`src/rtl/keypad_scan.sv`:
```
`default_nettype none
// ------------------------------------------------------------------
// keypad_scan: 4x3 matrix keypad row scanner with whole-frame debounce
// Revision 1.0
// ------------------------------------------------------------------
module keypad_scan #(
  parameter int ROW_CYCLES      = 1,
  parameter int DEBOUNCE_FRAMES = 5
) (
  input  logic       clk,
  input  logic       rst,
  input  logic [2:0] key_col,
  output logic [3:0] key_row,
  output logic [9:0] keypad,
  output logic       key_star,
  output logic       key_sharp,
  output logic       key_pulse
);

  localparam logic [3:0] NONE      = 4'd15;
  localparam logic [3:0] CODE_STAR = 4'd10;
  localparam logic [3:0] CODE_SHRP = 4'd11;
  localparam logic [7:0] SLOT_LAST = 8'(ROW_CYCLES - 1);
  localparam logic [3:0] CNT_MAX   = 4'(DEBOUNCE_FRAMES);

  generate
    if (ROW_CYCLES < 1 || ROW_CYCLES > 255) begin : g_bad_row_cycles
      $error("keypad_scan: ROW_CYCLES out of range 1..255");
    end
    if (DEBOUNCE_FRAMES < 1 || DEBOUNCE_FRAMES > 15) begin : g_bad_debounce
      $error("keypad_scan: DEBOUNCE_FRAMES out of range 1..15");
    end
  endgenerate

  logic [7:0]  slot_cnt;
  logic [1:0]  row_idx;
  logic [8:0]  acc;
  logic [3:0]  cand;
  logic [3:0]  cnt;
  logic [3:0]  stable;

  logic        sample;
  logic        frame_end;
  logic [11:0] frame_bits;
  logic [3:0]  pop;
  logic [3:0]  idx;
  logic [3:0]  result;
  logic [3:0]  cnt_next;
  logic [3:0]  stable_next;

  assign sample     = (slot_cnt == SLOT_LAST);
  assign frame_end  = sample && (row_idx == 2'd3);
  // Row 3 is never stored: its columns are merged straight into the result.
  assign frame_bits = {key_col, acc};

  always_comb begin
    pop    = 4'd0;
    idx    = 4'd0;
    result = NONE;
    for (int i = 0; i < 12; i++) begin
      if (frame_bits[i]) begin
        pop = pop + 4'd1;
        idx = 4'(i);
      end
    end
    if (pop == 4'd1) begin
      case (idx)
        4'd9:    result = CODE_STAR;
        4'd10:   result = 4'd0;
        4'd11:   result = CODE_SHRP;
        default: result = idx + 4'd1;
      endcase
    end
  end

  always_comb begin
    cnt_next = 4'd1;
    if (result == cand) begin
      cnt_next = (cnt == CNT_MAX) ? CNT_MAX : cnt + 4'd1;
    end
    stable_next = (cnt_next == CNT_MAX) ? result : stable;
  end

  always_ff @(posedge clk or posedge rst) begin
    if (rst) begin
      slot_cnt <= 8'd0;
      row_idx  <= 2'd0;
      key_row  <= 4'b0001;
      acc      <= 9'd0;
    end else if (sample) begin
      slot_cnt <= 8'd0;
      row_idx  <= row_idx + 2'd1;
      key_row  <= {key_row[2:0], key_row[3]};
      case (row_idx)
        2'd0:    acc[2:0] <= key_col;
        2'd1:    acc[5:3] <= key_col;
        2'd2:    acc[8:6] <= key_col;
        default: acc      <= 9'd0;
      endcase
    end else begin
      slot_cnt <= slot_cnt + 8'd1;
    end
  end

  always_ff @(posedge clk or posedge rst) begin
    if (rst) begin
      cand      <= NONE;
      cnt       <= 4'd0;
      stable    <= NONE;
      keypad    <= 10'd0;
      key_star  <= 1'b0;
      key_sharp <= 1'b0;
      key_pulse <= 1'b0;
    end else begin
      key_pulse <= 1'b0;
      if (frame_end) begin
        cand      <= result;
        cnt       <= cnt_next;
        stable    <= stable_next;
        keypad    <= (stable_next <= 4'd9) ? (10'd1 << stable_next) : 10'd0;
        key_star  <= (stable_next == CODE_STAR);
        key_sharp <= (stable_next == CODE_SHRP);
        key_pulse <= (stable_next != stable) && (stable_next != NONE);
      end
    end
  end

endmodule
`default_nettype wire

```
`config.mk`:
```
export PLATFORM = sky130hd
export DESIGN_NAME = keypad_scan
export DESIGN_NICKNAME = d
export VERILOG_FILES = /design/src/rtl/keypad_scan.sv
export SDC_FILE = /design/constraint.sdc
export NUM_CORES = 1
export LEC_CHECK = 0
export ABC_AREA = 1
export CAP_MARGIN = 5
export CORE_MARGIN = 2
export CORE_UTILIZATION = 58
export CTS_CLUSTER_SIZE = 30
export DETAILED_ROUTE_END_ITERATION = 7
export DONT_BUFFER_PORTS = 1
export PLACE_DENSITY = 0.76
export REMOVE_ABC_BUFFERS = 1
export SETUP_SLACK_MARGIN = 0.1
export SLEW_MARGIN = 20
export SYNTH_ARGS = -nofsm -noshare
export SYNTH_HDL_FRONTEND = slang
export SYNTH_SLANG_ARGS = --single-unit
export TNS_END_PERCENT = 50
```
`constraint.sdc`:
```
create_clock -name clk -period 6.9 [get_ports clk]
set_clock_uncertainty 0.15 [all_clocks]
set_input_delay 1.38 -clock clk [delete_from_list [all_inputs] [get_ports clk]]
set_output_delay 1.38 -clock clk [all_outputs]
set_load 0.02 [all_outputs]
```
==> results.py <==
metrics = {
    "run_status": {
        "outcome": "completed",
    },
    "power_and_ir_drop": {
        "power.switching_uw": 368.9,
        "p_int_uw": 575.4,
        "p_per_area_mw_per_mm2": 220.9,
        "seqPwrFrac": 0.367,
        "p_comb_frac": 0.412,
        "swShare": 0.3907,
        "clkPwrFrac": 0.221,
        "power_leakage_nw": 2.262,
        "p_total_uw": 944.3,
        "vdd_drop_max_v": 0.0002098,
    },
    "sta": {
        "fin_crit_ps": 6419,
        "relSlewSlack": 0.4579,
        "hold_viol": 0,
        "worst_slack_ps": 480.9,
        "fin_tns_setup_ps": 0,
        "fin_hold_ws_ps": 342.7,
        "finalSetupViolCount": 0,
        "final_max_slew_viol_count": 0,
        "fmax_mhz": 155.8,
        "min_period_over_period": 0.9303,
        "rsz0062_at_grt": "no",
        "tightest_slew_ps": 812.2,
    },
    "worst_hold_path": {
        "worstHoldStart": "stable[1]",
        "hold_path.class": "reg -> reg",
        "whs_path_depth": 2,
        "worstHoldEndpoint": "stable[1]",
    },
    "detailed_routing": {
        "drc": 0,
        "wl_um": 7861,
        "postRouteAntennaNets": 0,
        "drt_iter0_markers": 135,
        "first_pass_iters": 7,
        "vias_per_cell": 5.306,
        "via_count": 3343,
        "wl_per_cell_um": 12.48,
    },
    "clocking": {
        "cts_hold_buf": 0,
        "cts_made_buffers": 5,
        "htreeDepth": 2,
        "cts_root_buffer": "clkbuf_8",
        "insertion_delay_ps": 310,
        "path_clk_slew_ps": 100,
        "clock-sinks": 48,
        "cts_tree": "yes",
        "cts_max_path_buffers": 2,
    },
    "run": {
        "drv_cap": 0,
    },
    "worst_setup_path": {
        "rrSetupSlack_ps": 480,
        "reg2reg_from": "acc[1]",
        "worst_path_most_repeated_cell": "nand2_2",
        "r2r_end": "keypad[1]",
        "start_kind": "register",
        "arrival_ps": 6500,
        "cp.required_ps": 6980,
        "max_stage_delay_ps": 400,
        "path_max_fanout": 7,
        "critPathCaptureType": "register",
        "cp_slowest_cell": "dfrtp_1",
        "r2r_cells": 44,
        "path_class": "reg -> reg",
    },
    "grt": {
        "antenna_found_initial": 0,
        "grt_pass1_vias": 3210,
        "grt_usage": 0.2270,
        "grt_pass1_wl_um": 13390,
        "grt-ovfl-total": 0,
        "grt_start_max_net_pins": 49,
    },
    "die": {
        "io_pins": 22,
        "core_area_mm2": 0.006241,
        "die-area_mm2": 0.007032,
        "die_w_um": 83.86,
        "num_rows": 29,
        "fp.dieH_um": 83.86,
        "start_util": 0.5926,
    },
    "cells_and_area": {
        "fillers": 531,
        "area_growth_pct": 15.56,
        "seqCellArea_mm2": 0.001212,
        "final_util": 0.6848,
        "layout-drive-gt1-share": 0.2351,
        "multi_input_area_mm2": 0.002350,
        "fin_nets": 579,
        "n_antenna_cell": 0,
    },
    "synthesis": {
        "avgSynthCellArea_um2": 6.952,
        "yosys_warnings": 0,
        "synth_ff_type": "dfrtp_1",
        "synth_top_cell_area_share": 0.2639,
        "syn_inst": 532,
        "seq_area_frac_synth": 0.3278,
        "synth_top_area_cell": "dfrtp_1",
        "synthTopCellsByArea": "dfrtp_1 (26%), nand2_1 (16%), inv_1 (8.1%)",
        "yosysMostFrequentCell": "nand2_1",
        "synthTopCellsByCount": "nand2_1 (162), inv_1 (80), nand3_1 (41), dfrtp_1 (39), o21ai_0 (31)",
        "synth_edf_count": 0,
        "ys_types": 37,
        "synthArstFlopShare": 1.000,
        "synth-seq-cells": 48,
        "syn_area_mm2": 0.003699,
    },
    "place": {
        "dp_slack_ps": -181.6,
        "gp_congestion": 0.8665,
        "dp_hpwl_um": 5565,
        "io_buffers": 0,
    },
}
[placed cells by master, fill, tap and decap left out, types with 4 or more instances in the layout]
| cell type | count |
|---|---|
| clkbuf_8 | 5 |
| nand4_1 | 18 |
| buf_4 | 14 |
| nand2_4 | 6 |
| inv_1 | 75 |
| o21ai_0 | 30 |
| or2_2 | 5 |
| nor3_1 | 4 |
| ha_4 | 6 |
| nand3_4 | 6 |
| nand3_1 | 37 |
| dfrtp_1 | 39 |
| ha_1 | 14 |
| nand2_1 | 147 |
| inv_2 | 8 |
| nor2_4 | 7 |
| dfstp_2 | 9 |
| nor2_1 | 28 |
| nand2_2 | 37 |
| o21ai_1 | 7 |
| nand3_2 | 9 |
| a21oi_1 | 9 |
| xor2_1 | 4 |
[sequential cells by signal, indices dropped and copies added, names as in the netlist]
name,flops
acc,9
cand,4
cnt,4
key_pulse,1
key_row,4
key_sharp,1
key_star,1
keypad,10
row_idx,2
slot_cnt,8
stable,4
[repair_timing]
action | 4_1_cts | 5_1_grt
cloned | 0 | 2
pin swaps | 6 | 29
buffers inserted | 5 | 4
endpoints found under the setup margin | 19 | 21
gates resized for setup | 11 | 37
[worst max-delay path: cells and delay by family (launching register included)]
family	cells	cell delay [ps]
adders and majority gates	10	2480
and+or+nand+nor	25	2250
AOI/OAI and AO/OA	3	560
buffers and inverters	6	470
DFF	1	400
[power groups by stage]
stage | combinational, mW | sequential [mW] | clock (mW)
floorplan | 0.246 | 0.345 | 0
global placement | 0.295 | 0.351 | 0
detailed placement | 0.306 | 0.351 | 0
CTS | 0.338 | 0.346 | 0.215
global route | 0.431 | 0.351 | 0.222
finish | 0.389 | 0.347 | 0.209
[per-layer routing]
metal	routed length (um)	share of wire	up-vias	track usage
met5	0	0	-	0
met2	3843	0.49	64	0.4080
met4	135	0.017	0	0.06158
met3	373	0.047	13	0.04154
met1	3509	0.45	1535	0.2789
li1	-	-	1731	-
[through the flow]
stage / area, um2 / std cells
6_report: 4274 / 630
5_1_grt: 4274 / 630
4_1_cts: 4030 / 624
3_5_place_dp: 3829 / 611
3_3_place_gp: 3829 / 611
2_1_floorplan: 3667 / 527
[layout make-up]
type | count | share of cell area
clock buffer | 5 | 0.01610
multi-input combinational | 393 | 0.5498
clock inverter | 3 | 0.01083
inverter | 87 | 0.07728
tap | 77 | 0.02254
sequential | 48 | 0.2837
timing repair buffer | 17 | 0.03981
[kinds of logic (layout without fill, tap and decap cells)]
logic type	after synthesis	count (layout)	share of synthesized area
and+or+nand+nor	312	313	0.4110
xor gates and xnor gates	4	4	0.009471
buffers and inverters	92	112	0.09675
AOI/OAI and AO/OA	54	54	0.08052
DFF	48	48	0.3278
adders and majority gates	22	22	0.07442
[worst max-delay path by stage]
stage / depth (start not counted) / start / endpoint / slack [ps]
3_3_place_gp: 47 / acc[1] / key_pulse / 20
6_report: 44 / acc[1] / keypad[1] / 480
4_1_cts: 48 / acc[1] / key_pulse / 100
5_1_grt: 47 / acc[1] / key_pulse / 80
2_1_floorplan: 47 / acc[1] / key_pulse / 230
3_5_place_dp: 47 / acc[1] / key_pulse / -180
Power figures use the tool's default switching activity.
